<file path="config.mk">
export PLATFORM = sky130hd
export DESIGN_NAME = reg_scoreboard
export DESIGN_NICKNAME = d
export VERILOG_FILES = /design/src/rtl/reg_scoreboard.sv
export SDC_FILE = /design/constraint.sdc
export NUM_CORES = 1
export LEC_CHECK = 0
export ABC_AREA = 1
export ABC_CLOCK_PERIOD_IN_PS = 2400
export CORE_ASPECT_RATIO = 2
export CORE_MARGIN = 8
export CORE_UTILIZATION = 30
export CTS_CLUSTER_DIAMETER = 40
export DETAILED_ROUTE_END_ITERATION = 16
export RECOVER_POWER = 50
export SLEW_MARGIN = 25
export SYNTH_ARGS = -nofsm -noshare
export SYNTH_HDL_FRONTEND = slang
export SYNTH_SLANG_ARGS = --single-unit
</file>
<file path="constraint.sdc">
create_clock -name clk_n -period 2.4 [get_ports clk_n]
set_input_delay 0.72 -clock clk_n [delete_from_list [all_inputs] [get_ports clk_n]]
set_output_delay 0.72 -clock clk_n [all_outputs]
set_load 0.03 [all_outputs]
</file>
<file path="src/rtl/reg_scoreboard.sv">
// reg_scoreboard: per-register pending-write scoreboard and issue/stall/drain control for ID.
// Optional macro SB_WB_BYPASS_EN lets a consumer issue in the producer's writeback cycle.
module reg_scoreboard #(
    parameter int CNT_W = 2
) (
    input  logic       clk_n,
    input  logic       rst,
    input  logic       id_valid,
    input  logic [2:0] id_src1_addr,
    input  logic [2:0] id_src2_addr,
    input  logic       id_uses_src2,
    input  logic [2:0] id_dest_reg_addr,
    input  logic       id_writes_reg,
    input  logic       id_kill,
    input  logic       wb_reg_wea,
    input  logic [2:0] wb_reg_waddr,
    input  logic       drain_req,
    output logic       id_stall,
    output logic       id_issue,
    output logic [7:0] sb_busy,
    output logic       drain_done,
    output logic       sb_err
);

    localparam int NREG = 8;
    localparam logic [CNT_W-1:0] CNT_ZERO = {CNT_W{1'b0}};
    localparam logic [CNT_W-1:0] CNT_MAX  = {CNT_W{1'b1}};
    localparam logic [CNT_W-1:0] CNT_ONE  = CNT_W'(1'b1);

    typedef enum logic [1:0] {
        ST_RUN     = 2'd0,
        ST_STALL   = 2'd1,
        ST_DRAIN   = 2'd2,
        ST_DRAINED = 2'd3
    } state_t;

    state_t                     state_q, state_d;
    logic [NREG-1:0][CNT_W-1:0] cnt_q, cnt_d;
    logic [7:0]                 sb_busy_q, sb_busy_d;
    logic                       drain_done_q, drain_done_d;
    logic                       sb_err_q, sb_err_d;

    logic [CNT_W-1:0] src1_cnt_s, src2_cnt_s, dest_cnt_s;
    logic             hz1_s, hz2_s, hzf_s, hz_s;
    logic             live_s;
    logic             id_stall_s, id_issue_s;
    logic [NREG-1:0]  nonzero_s;
    logic             all_zero_s;
    logic [NREG-1:0]  inc_s, dec_s;
    logic             underflow_s;

    assign src1_cnt_s = cnt_q[id_src1_addr];
    assign src2_cnt_s = cnt_q[id_src2_addr];
    assign dest_cnt_s = cnt_q[id_dest_reg_addr];
    assign live_s     = id_valid && !id_kill;

`ifdef SB_WB_BYPASS_EN
    // A last pending write landing this cycle is readable by the consumer.
    logic wb_hit1_s, wb_hit2_s;
    assign wb_hit1_s = wb_reg_wea && (wb_reg_waddr == id_src1_addr);
    assign wb_hit2_s = wb_reg_wea && (wb_reg_waddr == id_src2_addr);
    assign hz1_s = (src1_cnt_s != CNT_ZERO) && !((src1_cnt_s == CNT_ONE) && wb_hit1_s);
    assign hz2_s = id_uses_src2 && (src2_cnt_s != CNT_ZERO)
                   && !((src2_cnt_s == CNT_ONE) && wb_hit2_s);
`else
    assign hz1_s = (src1_cnt_s != CNT_ZERO);
    assign hz2_s = id_uses_src2 && (src2_cnt_s != CNT_ZERO);
`endif

    assign hzf_s = id_writes_reg && (dest_cnt_s == CNT_MAX);
    assign hz_s  = hz1_s || hz2_s || hzf_s;

    // Per-register occupancy from the current counts
    always_comb begin
        nonzero_s = {NREG{1'b0}};
        for (int n = 0; n < NREG; n++) begin
            nonzero_s[n] = (cnt_q[n] != CNT_ZERO);
        end
        all_zero_s = (nonzero_s == {NREG{1'b0}});
    end

    // Next-state and issue/stall decode
    always_comb begin
        state_d    = state_q;
        id_stall_s = 1'b0;
        id_issue_s = 1'b0;
        case (state_q)
            ST_RUN: begin
                if (drain_req) begin
                    id_stall_s = 1'b1;
                    state_d    = ST_DRAIN;
                end else if (live_s && hz_s) begin
                    id_stall_s = 1'b1;
                    state_d    = ST_STALL;
                end else begin
                    id_issue_s = live_s;
                    state_d    = ST_RUN;
                end
            end
            ST_STALL: begin
                if (drain_req) begin
                    id_stall_s = 1'b1;
                    state_d    = ST_DRAIN;
                end else if (id_kill) begin
                    state_d = ST_RUN;
                end else if (id_valid && hz_s) begin
                    id_stall_s = 1'b1;
                    state_d    = ST_STALL;
                end else begin
                    id_issue_s = id_valid;
                    state_d    = ST_RUN;
                end
            end
            ST_DRAIN: begin
                id_stall_s = 1'b1;
                if (all_zero_s) begin
                    state_d = ST_DRAINED;
                end else begin
                    state_d = ST_DRAIN;
                end
            end
            ST_DRAINED: begin
                id_stall_s = 1'b1;
                if (!drain_req) begin
                    state_d = ST_RUN;
                end else begin
                    state_d = ST_DRAINED;
                end
            end
            default: begin
                id_stall_s = 1'b1;
                state_d    = ST_RUN;
            end
        endcase
    end

    // Pending-count update; a simultaneous issue and writeback cancel out
    always_comb begin
        cnt_d       = cnt_q;
        inc_s       = {NREG{1'b0}};
        dec_s       = {NREG{1'b0}};
        underflow_s = 1'b0;
        for (int n = 0; n < NREG; n++) begin
            inc_s[n] = id_issue_s && id_writes_reg && (id_dest_reg_addr == 3'(n));
            dec_s[n] = wb_reg_wea && (wb_reg_waddr == 3'(n));
            if (inc_s[n] && !dec_s[n]) begin
                cnt_d[n] = cnt_q[n] + CNT_ONE;
            end else if (dec_s[n] && !inc_s[n]) begin
                if (cnt_q[n] == CNT_ZERO) begin
                    underflow_s = 1'b1;
                    cnt_d[n]    = CNT_ZERO;
                end else begin
                    cnt_d[n] = cnt_q[n] - CNT_ONE;
                end
            end else begin
                cnt_d[n] = cnt_q[n];
            end
        end
    end

    // Status outputs; drain_done falls on the same edge that leaves DRAINED
    always_comb begin
        sb_busy_d    = nonzero_s;
        drain_done_d = (state_q == ST_DRAINED) && (state_d == ST_DRAINED);
        sb_err_d     = sb_err_q || underflow_s;
    end

    // State registers with synchronous reset
    always_ff @(posedge clk_n) begin
        if (rst) begin
            state_q      <= ST_RUN;
            cnt_q        <= {(NREG*CNT_W){1'b0}};
            sb_busy_q    <= 8'h00;
            drain_done_q <= 1'b0;
            sb_err_q     <= 1'b0;
        end else begin
            state_q      <= state_d;
            cnt_q        <= cnt_d;
            sb_busy_q    <= sb_busy_d;
            drain_done_q <= drain_done_d;
            sb_err_q     <= sb_err_d;
        end
    end

    assign id_stall   = id_stall_s;
    assign id_issue   = id_issue_s;
    assign sb_busy    = sb_busy_q;
    assign drain_done = drain_done_q;
    assign sb_err     = sb_err_q;

endmodule

</file>
**Word level (Yosys, flattened, before mapping)**

Cells that the tools add are included.

- Register bits after elaboration: 28
- Output and inout port bits: 12
- Word-level logic and storage cells: 214

- Add/subtract/negate cells: 16
- Magnitude comparators: 3
- Equality and inequality tests: 19
- Multiplexer cells: 74
- Reduce and logical (&&, ||, !) cells: 90

Operator list:

| kind | number |
|---|---|
| 2-to-1 mux 2 bit | 30 |
| logical AND 1 bit | 39 |
| 2-to-1 mux 1 bit | 38 |
| nonzero test 2 bit | 18 |
| equality test 3 bit, second input constant | 8 |
| binary-select mux 2 bit (select 3 bit) | 3 |
| logical NOT 2 bit | 9 |
| logical NOT 1 bit | 17 |
| adder 2 x 1 -> 2 bit, second input constant | 8 |
| subtractor 2 x 1 -> 2 bit, second input constant | 8 |
| equality test 3 x 2 -> 1 bit, second input constant | 4 |
| < comparator 3 x 4 -> 1 bit, second input constant | 3 |
| equality test 2 bit, second input constant | 4 |
| logical NOT 8 bit | 1 |
| case mux 2 bit (4 select lines) | 1 |
| equality test 3 x 1 -> 1 bit, second input constant | 2 |
| logical NOT 3 bit | 2 |
| logical OR 1 bit | 3 |
| case mux 1 bit (3 select lines) | 1 |
| equality test 2 x 1 -> 1 bit, second input constant | 1 |
| case mux 1 bit (2 select lines) | 1 |
| OR reduction 2 bit | 1 |

**Depth between registers and ports, before layout**

Gate-level depths: netlist (run 1).

- Word-level depth: 39
- Mapped depth: 18

**Least setup slack after synthesis (run 1)**

Ideal clock, no wire load.

- Kind: input port to flip-flop
- Start point: input port id_dest_reg_addr[0]
- End point: register cnt_q[2] in the netlist's numbering
- Library setup time: 0.115 ns
- Arrival time: 2.262 ns
- Slack: 0.022 ns
- Stages on the path: 14
- Path buffers: 1
- Cell sequence: buf_6 -> nand2_1 -> nand2_1 -> nand2_1 -> nand2_1 -> a21oi_1 -> nor2_1 -> nor2_2 -> nand4_1 -> nor2_1 -> ha_1 -> mux2_2 -> o21ai_0 -> inv_1

- Cells in the longest elaborated chain, start to end: 15
- Elaborated cells on any way between the ends: 21

Ends and longest elaborated chain:

| item | RTL line | text |
|---|---|---|
| from (decl) | 12 | `input logic [2:0] id_dest_reg_addr,` |
| binary-select mux 2 bit (select 3 bit) | 54 | `assign dest_cnt_s = cnt_q[id_dest_reg_addr];` |
| 2-to-1 mux 2 bit (not written as such) | 54 |  |
| equality test 2 bit | 70 | `assign hzf_s = id_writes_reg && (dest_cnt_s == CNT_MAX);` |
| logical AND 1 bit | 70 |  |
| logical OR 1 bit | 71 | `assign hz_s = hz1_s \|\| hz2_s \|\| hzf_s;` |
| logical AND 1 bit | 106 | `end else if (id_valid && hz_s) begin` |
| 2-to-1 mux 1 bit | 106 |  |
| 2-to-1 mux 1 bit | 104 | `end else if (id_kill) begin` |
| 2-to-1 mux 1 bit | 101 | `if (drain_req) begin` |
| case mux 1 bit (2 select lines) | 87 | `case (state_q)` |
| logical AND 1 bit | 144 | `inc_s[n] = id_issue_s && id_writes_reg && (id_dest_reg_addr == 3'(n));` |
| logical AND 1 bit (*) | 144 |  |
| logical NOT 1 bit | 148 | `end else if (dec_s[n] && !inc_s[n]) begin` |
| logical AND 1 bit | 148 |  |
| nonzero test 2 bit (no source line) | -- |  |
| to (signal assigned) | 172 | `cnt_q <= {(NREG*CNT_W){1'b0}};` |
| to (signal assigned) | 178 | `cnt_q <= cnt_d;` |
| to (decl) | 38 | `logic [NREG-1:0][CNT_W-1:0] cnt_q, cnt_d;` |

Every way passes the cells marked *; elsewhere a longest branch is shown, timed or not. The select of a mux whose other input is x is not followed.
A chain may end at the register's enable or synchronous reset.

**Worst setup path after layout (run 1)**

- Start point: input port id_src1_addr[2]
- End point: output port id_issue

- Cells in the longest elaborated chain, start to end: 10
- Elaborated cells on any way between the ends: 13

Ends and longest elaborated chain:

| item | RTL line | text |
|---|---|---|
| from (decl) | 9 | `input logic [2:0] id_src1_addr,` |
| binary-select mux 2 bit (select 3 bit) (*) | 52 | `assign src1_cnt_s = cnt_q[id_src1_addr];` |
| 2-to-1 mux 2 bit (not written as such) (*) | 52 |  |
| nonzero test 2 bit (*) | 66 | `assign hz1_s = (src1_cnt_s != CNT_ZERO);` |
| logical OR 1 bit (*) (2 in a row) | 71 |  |
| logical AND 1 bit | 106 |  |
| 2-to-1 mux 1 bit | 106 |  |
| 2-to-1 mux 1 bit | 104 |  |
| 2-to-1 mux 1 bit | 101 |  |
| case mux 1 bit (2 select lines) (*) | 87 |  |
| to (decl) | 19 | `output logic id_issue,` |

Marked as above.

==> impl_metrics.py, run 1 <==
metrics = {
    "drt": {
        "via_per_inst": 4.64,
        "wl_per_cell_um": 13.3,
        "vias": 2480,
        "drtPass1Iterations": 4,
        "wl_um": 7080,
        "drc_errors": 0,
        "ant_nets": 0,
        "drtIter0Drc": 106,
    },
    "sta": {
        "min_period_ns": 2.59,
        "setup_viol": 14,
        "fin_ws_ns": -0.193,
        "final.period_utilization": 1.08,
        "tightestPinTransition_ns": 0.315,
        "final_max_slew_viol_count": 0,
        "finalHoldViolations": 0,
        "rsz0062_at_grt": "yes",
        "fin_setup_tns_ns": -0.905,
        "relSlewSlack": 0.789,
        "skew_ns": 0.00823,
        "fmax_mhz": 386,
    },
    "critical_path": {
        "reg2reg_to": "sb_err",
        "rr_worst_depth": 16,
        "worst-setup-path-type": "input port to output pin",
        "crit_top_cell": "buf_6",
        "worstPathRequired_ns": 1.68,
        "r2r_start": "cnt_q[5]",
        "start_kind": "input port",
        "cp_cell_sequence": "clkdlybuf4s50_1 -> inv_1 -> nand3_2 -> nand2_4 -> nand4_4 -> buf_6 -> inv_2 -> buf_6",
        "cpPeakStageDelay_ns": 0.43,
        "worstPathArrival_ns": 1.87,
        "crit_buf_inv": 5,
        "crit_slowest_cell": "clkdlybuf4s50_1",
        "ff2ff_setup_slack_ns": -0.05,
        "critical_path.top_delay_family": "buffers and inverters",
        "crit_path_max_fanout": 3,
        "crit_start": "id_src1_addr[2]",
        "critPathCaptureType": "output pin",
    },
    "finish": {
        "drive_above_1_share": 0.269,
        "instances_no_fill": 534,
        "fin_nets": 499,
        "layout_commonest_cell": "nand2_1",
        "utilization": 0.444,
        "antenna_cells": 0,
        "final_cell_mix": "64 x nand2_1, 60 x inv_1, 46 x buf_4",
        "fill_cells": 823,
        "area_growth_syn_to_layout_pct": 45.4,
    },
    "synthesis": {
        "seq_area_frac_synth": 0.234,
        "syn_inst": 358,
        "async_flop_share": 0,
        "synth_edf_count": 0,
        "syn_area_mm2": 0.00239,
        "syn_avg_cell_area_um2": 6.68,
        "yosys.area.top_type_share": 0.234,
        "syn-num-nets": 418,
        "synth-main-ff-cell": "dfxtp_1",
        "synthTopCellsByArea": "dfxtp_1 23%, ha_1 21%, nand2_1 12%, inv_1 9.9%, nor2_1 6.1%",
        "ys_ff_latch": 28,
        "yosys_warnings": 0,
        "yosysUniqueCellTypes": 26,
        "post-synth-top-area-cell": "dfxtp_1",
    },
    "clock_tree": {
        "root_buffer": "clkbuf_16",
        "cts_tree": "done",
        "cts_sinks": 28,
        "h-tree-depth": 1,
        "numCtsBuffers": 3,
        "cts.path.max_buffers": 2,
        "insertion_delay_ns": 0.27,
        "clk_pin_slew_ns": 0.07,
        "cts_hold_buf": 0,
    },
    "place": {
        "io_buffers": 31,
        "routabilityCongestion": 0.876,
        "dp_hpwl_um": 5670,
        "dp.cells": 524,
    },
    "min_path": {
        "min_to": "drain_done",
        "hold_start": "state_q[0]",
        "hold_depth": 2,
        "min_path_type": "flip-flop to flip-flop",
    },
    "outcome": {
        "violations": "setup timing",
        "outcome": "complete, but fails checks",
    },
    "floorplan": {
        "rows": 46,
        "core_area_mm2": 0.00783,
        "start_util": 0.305,
        "io_pins": 32,
        "die_width_um": 79.1,
        "die_h_um": 142,
        "die_area_mm2": 0.0113,
    },
    "global_route": {
        "grt_pass1_wl_um": 11800,
        "grt_pass1_vias": 2542,
        "antenna_found_initial": 0,
        "gr-total-overflow": 0,
        "grt_max_degree": 29,
        "track_usage": 0.129,
    },
    "power_and_ir_drop": {
        "report.power.total_mw": 1.27,
        "p_leak_nw": 1.73,
        "powerDensity_mw_per_mm2": 367,
        "irDropWorstVdd_v": 0.000222,
    },
    "flow_run": {
        "maxCapViolCount": 0,
    },
}
[routing by layer]
metal | routed length [um] | global-route usage | vias up
met5 | 0 | 0 | -
met4 | 259 | 0.0570 | 0
met3 | 334 | 0.0190 | 18
met2 | 3330 | 0.218 | 66
met1 | 3150 | 0.155 | 1101
li1 | - | - | 1295
[where the power goes]
group          switching, mW  internal [mW]  leakage, nW
clock network          0.167          0.256       0.0442
logic                  0.192          0.158         1.46
registers             0.0170          0.485        0.228
[metrics by stage]
step / hold WS (ns) / setup slack, ns / instance area (um2)
after floorplan: 0.457 / 0.0222 / 2390
after global placement: 0.486 / -0.812 / 3120
after detailed placement: 0.488 / -0.850 / 3120
after CTS: 0.498 / -0.182 / 3390
after global routing: 0.515 / -0.244 / 3480
final: 0.493 / -0.193 / 3480
[area by class of cell]
type / count / area (um2) / area share
Clock buffer: 4 / 88.8 / 0.0256
Inverter: 68 / 263 / 0.0756
Multi-Input combinational cell: 256 / 1710 / 0.492
Sequential cell: 28 / 561 / 0.161
Tap cell: 96 / 120 / 0.0346
Timing Repair Buffer: 82 / 732 / 0.211
[worst max-delay path by stage]
stage,endpoint,slack [ns],cells after the start
2_1_floorplan,cnt_q[2],0.02,14
3_3_place_gp,sb_err,-0.81,17
3_5_place_dp,sb_err,-0.85,17
4_1_cts,id_issue,-0.18,13
5_1_grt,id_issue,-0.24,13
6_report,id_issue,-0.19,8
[logic make-up after synthesis]
family,synth area share
simple gates,0.279
fa+ha+maj,0.209
flops,0.234
buf+inv,0.127
compound gates,0.122
mux,0.0283
[repair_timing]
action                     4_1_cts  5_1_grt
setup buffers                    4        1
pin swaps                       29       21
resized for setup               71       28
setup endpoints to repair       19       19
hold endpoints to repair         0        0
gates cloned                     1        0
[tightest hold or removal path: cells and delay by family, from the launching register on]
family | cells | cell delay (ns)
simple gates | 2 | 0.14
flops | 1 | 0.31
[Yosys cell counts, types with 2 or more instances]
master,instances
ha_1,40
buf_6,2
a31oi_1,2
nand2_1,75
nand3b_1,2
inv_2,4
dfxtp_1,28
o21ai_0,28
o21ai_1,2
clkbuf_1,3
mux2_2,6
nor2_1,39
a21oi_1,19
nand4_1,6
o21ai_2,2
inv_1,63
nand3_1,28
[state kept, by name, indices dropped and copies added (netlist names)]
name,flops
drain_done,1
cnt_q,16
state_q,2
sb_busy,8
sb_err,1
Power figures use the tool's default switching activity.
==> inputs of run 2 (changes only) <==
Settings changed: CORE_UTILIZATION 30 to 38.
==> run 2 against run 1 <==
The run still ends with setup timing left. First-iteration DRC count up 91%. Hold slack better by 0.0032 ns. Die area down 18%. Register-to-register slack better by 0.02 ns. Critical path type unchanged. Largest power group unchanged.
==> impl_metrics.py, run 2 (synthesis results as in run 1) <==
metrics = {
    "outcome": {
        "outcome": "complete, but fails checks",
        "violations": "setup timing",
    },
    "sta": {
        "setup_viol": 10,
        "rsz0062_at_grt": "yes",
        "finalHoldViolations": 0,
        "timing.hold.ws_ns": 0.496,
        "tightestPinTransition_ns": 0.327,
        "fin_ws_ns": -0.205,
        "final.period_utilization": 1.09,
        "min_period_ns": 2.61,
        "final_max_slew_viol_count": 0,
        "fmax_mhz": 384,
        "relSlewSlack": 0.782,
        "skew_ns": 0.00273,
    },
    "finish": {
        "seq_area_um2": 561,
        "fill_cells": 629,
        "stdcell_area_mm2": 0.00340,
        "final_cell_mix": "60 x inv_1, 58 x nand2_1, 38 x buf_4",
        "area_growth_syn_to_layout_pct": 42.0,
        "fin_nets": 491,
        "multi_input_area_mm2": 0.00174,
        "antenna_cells": 0,
        "instances_no_fill": 515,
        "layout_commonest_cell": "inv_1",
        "top_register": "cnt_q",
        "drive_above_1_share": 0.280,
        "largest_reg_flops": 16,
    },
    "clock_tree": {
        "cts.path.max_buffers": 2,
        "numCtsBuffers": 3,
        "insertion_delay_ns": 0.27,
        "h-tree-depth": 1,
        "cts_sinks": 28,
        "cts_hold_buf": 0,
        "cts_tree": "done",
        "root_buffer": "clkbuf_16",
        "clk_pin_slew_ns": 0.07,
    },
    "global_route": {
        "grt_max_degree": 29,
        "gr-total-overflow": 0,
        "antenna_found_initial": 0,
        "grt_pass1_vias": 2543,
        "grt_pass1_wl_um": 11600,
        "track_usage": 0.159,
    },
    "critical_path": {
        "worstPathRequired_ns": 1.68,
        "crit_path_max_fanout": 5,
        "worst-setup-path-type": "input port to output pin",
        "crit_start": "id_dest_reg_addr[0]",
        "r2r_start": "cnt_q[13]",
        "critPathCaptureType": "output pin",
        "start_kind": "input port",
        "worstPathArrival_ns": 1.89,
    },
    "drt": {
        "ant_nets": 0,
        "wl_um": 7400,
        "drtPass1Iterations": 5,
        "drc_errors": 0,
        "vias": 2584,
        "drtIter0Drc": 202,
        "via_per_inst": 5.02,
        "wl_per_cell_um": 14.4,
    },
    "floorplan": {
        "die_h_um": 128,
        "io_pins": 32,
        "rows": 41,
        "die_area_mm2": 0.00924,
        "core_area_mm2": 0.00621,
        "die_width_um": 72.1,
        "start_util": 0.385,
    },
    "place": {
        "dp_hpwl_um": 5810,
        "io_buffers": 31,
        "dp.cells": 503,
        "place_ws_ns": -0.891,
        "placed_area_mm2": 0.00301,
        "routabilityCongestion": 0.933,
    },
    "power_and_ir_drop": {
        "report.power.total_mw": 1.23,
        "powerDensity_mw_per_mm2": 363,
        "p_leak_nw": 1.68,
        "irDropWorstVdd_v": 0.000300,
    },
    "flow_run": {
        "maxCapViolCount": 0,
    },
    "min_path": {
        "hold_start": "state_q[0]",
        "min_path_type": "flip-flop to flip-flop",
    },
}
==> run 2: critical path: stages <==
cell     delay, ns
buf_8         0.11
buf_6         0.13
nand2_1       0.08
nand2_2       0.06
nand2_1       0.07
nand2_2       0.06
nand2_1       0.07
nand2_2       0.07
nand3_4       0.08
nand4_4       0.13
buf_6         0.14
inv_2         0.04
buf_6         0.12
==> run 2: final timing paths <==
| check | cells after the start | slack (ns) | to |
|---|---|---|---|
| min | 2 | 0.50 | drain_done |
| max reg2reg | 14 | -0.03 | cnt_q[7] |
| min reg2reg | 2 | 0.50 | drain_done |
| max | 13 | -0.21 | id_issue |
==> run 2: where the power goes <==
part | leakage [nW] | internal, mW | total (mW) | switching, mW
Sequential | 0.228 | 0.485 | 0.504 | 0.0187
Clock | 0.0370 | 0.222 | 0.393 | 0.171
Combinational | 1.41 | 0.146 | 0.337 | 0.190
==> run 2: cell type report <==
type	count	area share
multi-input combinational	256	0.514
tap	86	0.0317
clock buffer	3	0.0221
inverter	68	0.0759
sequential	28	0.165
timing repair buffer	74	0.192
==> run 2: what timing repair did <==
item                       4_1_cts  5_1_grt
setup endpoints to repair       19       19
resized for setup               59       49
hold endpoints to repair         0        0
pin swaps                       23       25
setup buffers                    2        7
==> run 2: layer usage <==
metal | track usage | vias up | routed length (um)
met5 | 0 | - | 0
li1 | - | 1277 | -
met1 | 0.168 | 1177 | 2830
met3 | 0.0180 | 30 | 367
met2 | 0.289 | 100 | 3840
met4 | 0.0873 | 0 | 352
==> run 2: stage by stage <==
step | setup TNS (ns) | util
finish | -0.872 | 0.547
global route | -3.34 | 0.547
CTS | -0.889 | 0.512
detailed placement | -13.94 | 0.485
global placement | -13.52 | 0.485
floorplan | 0 | -
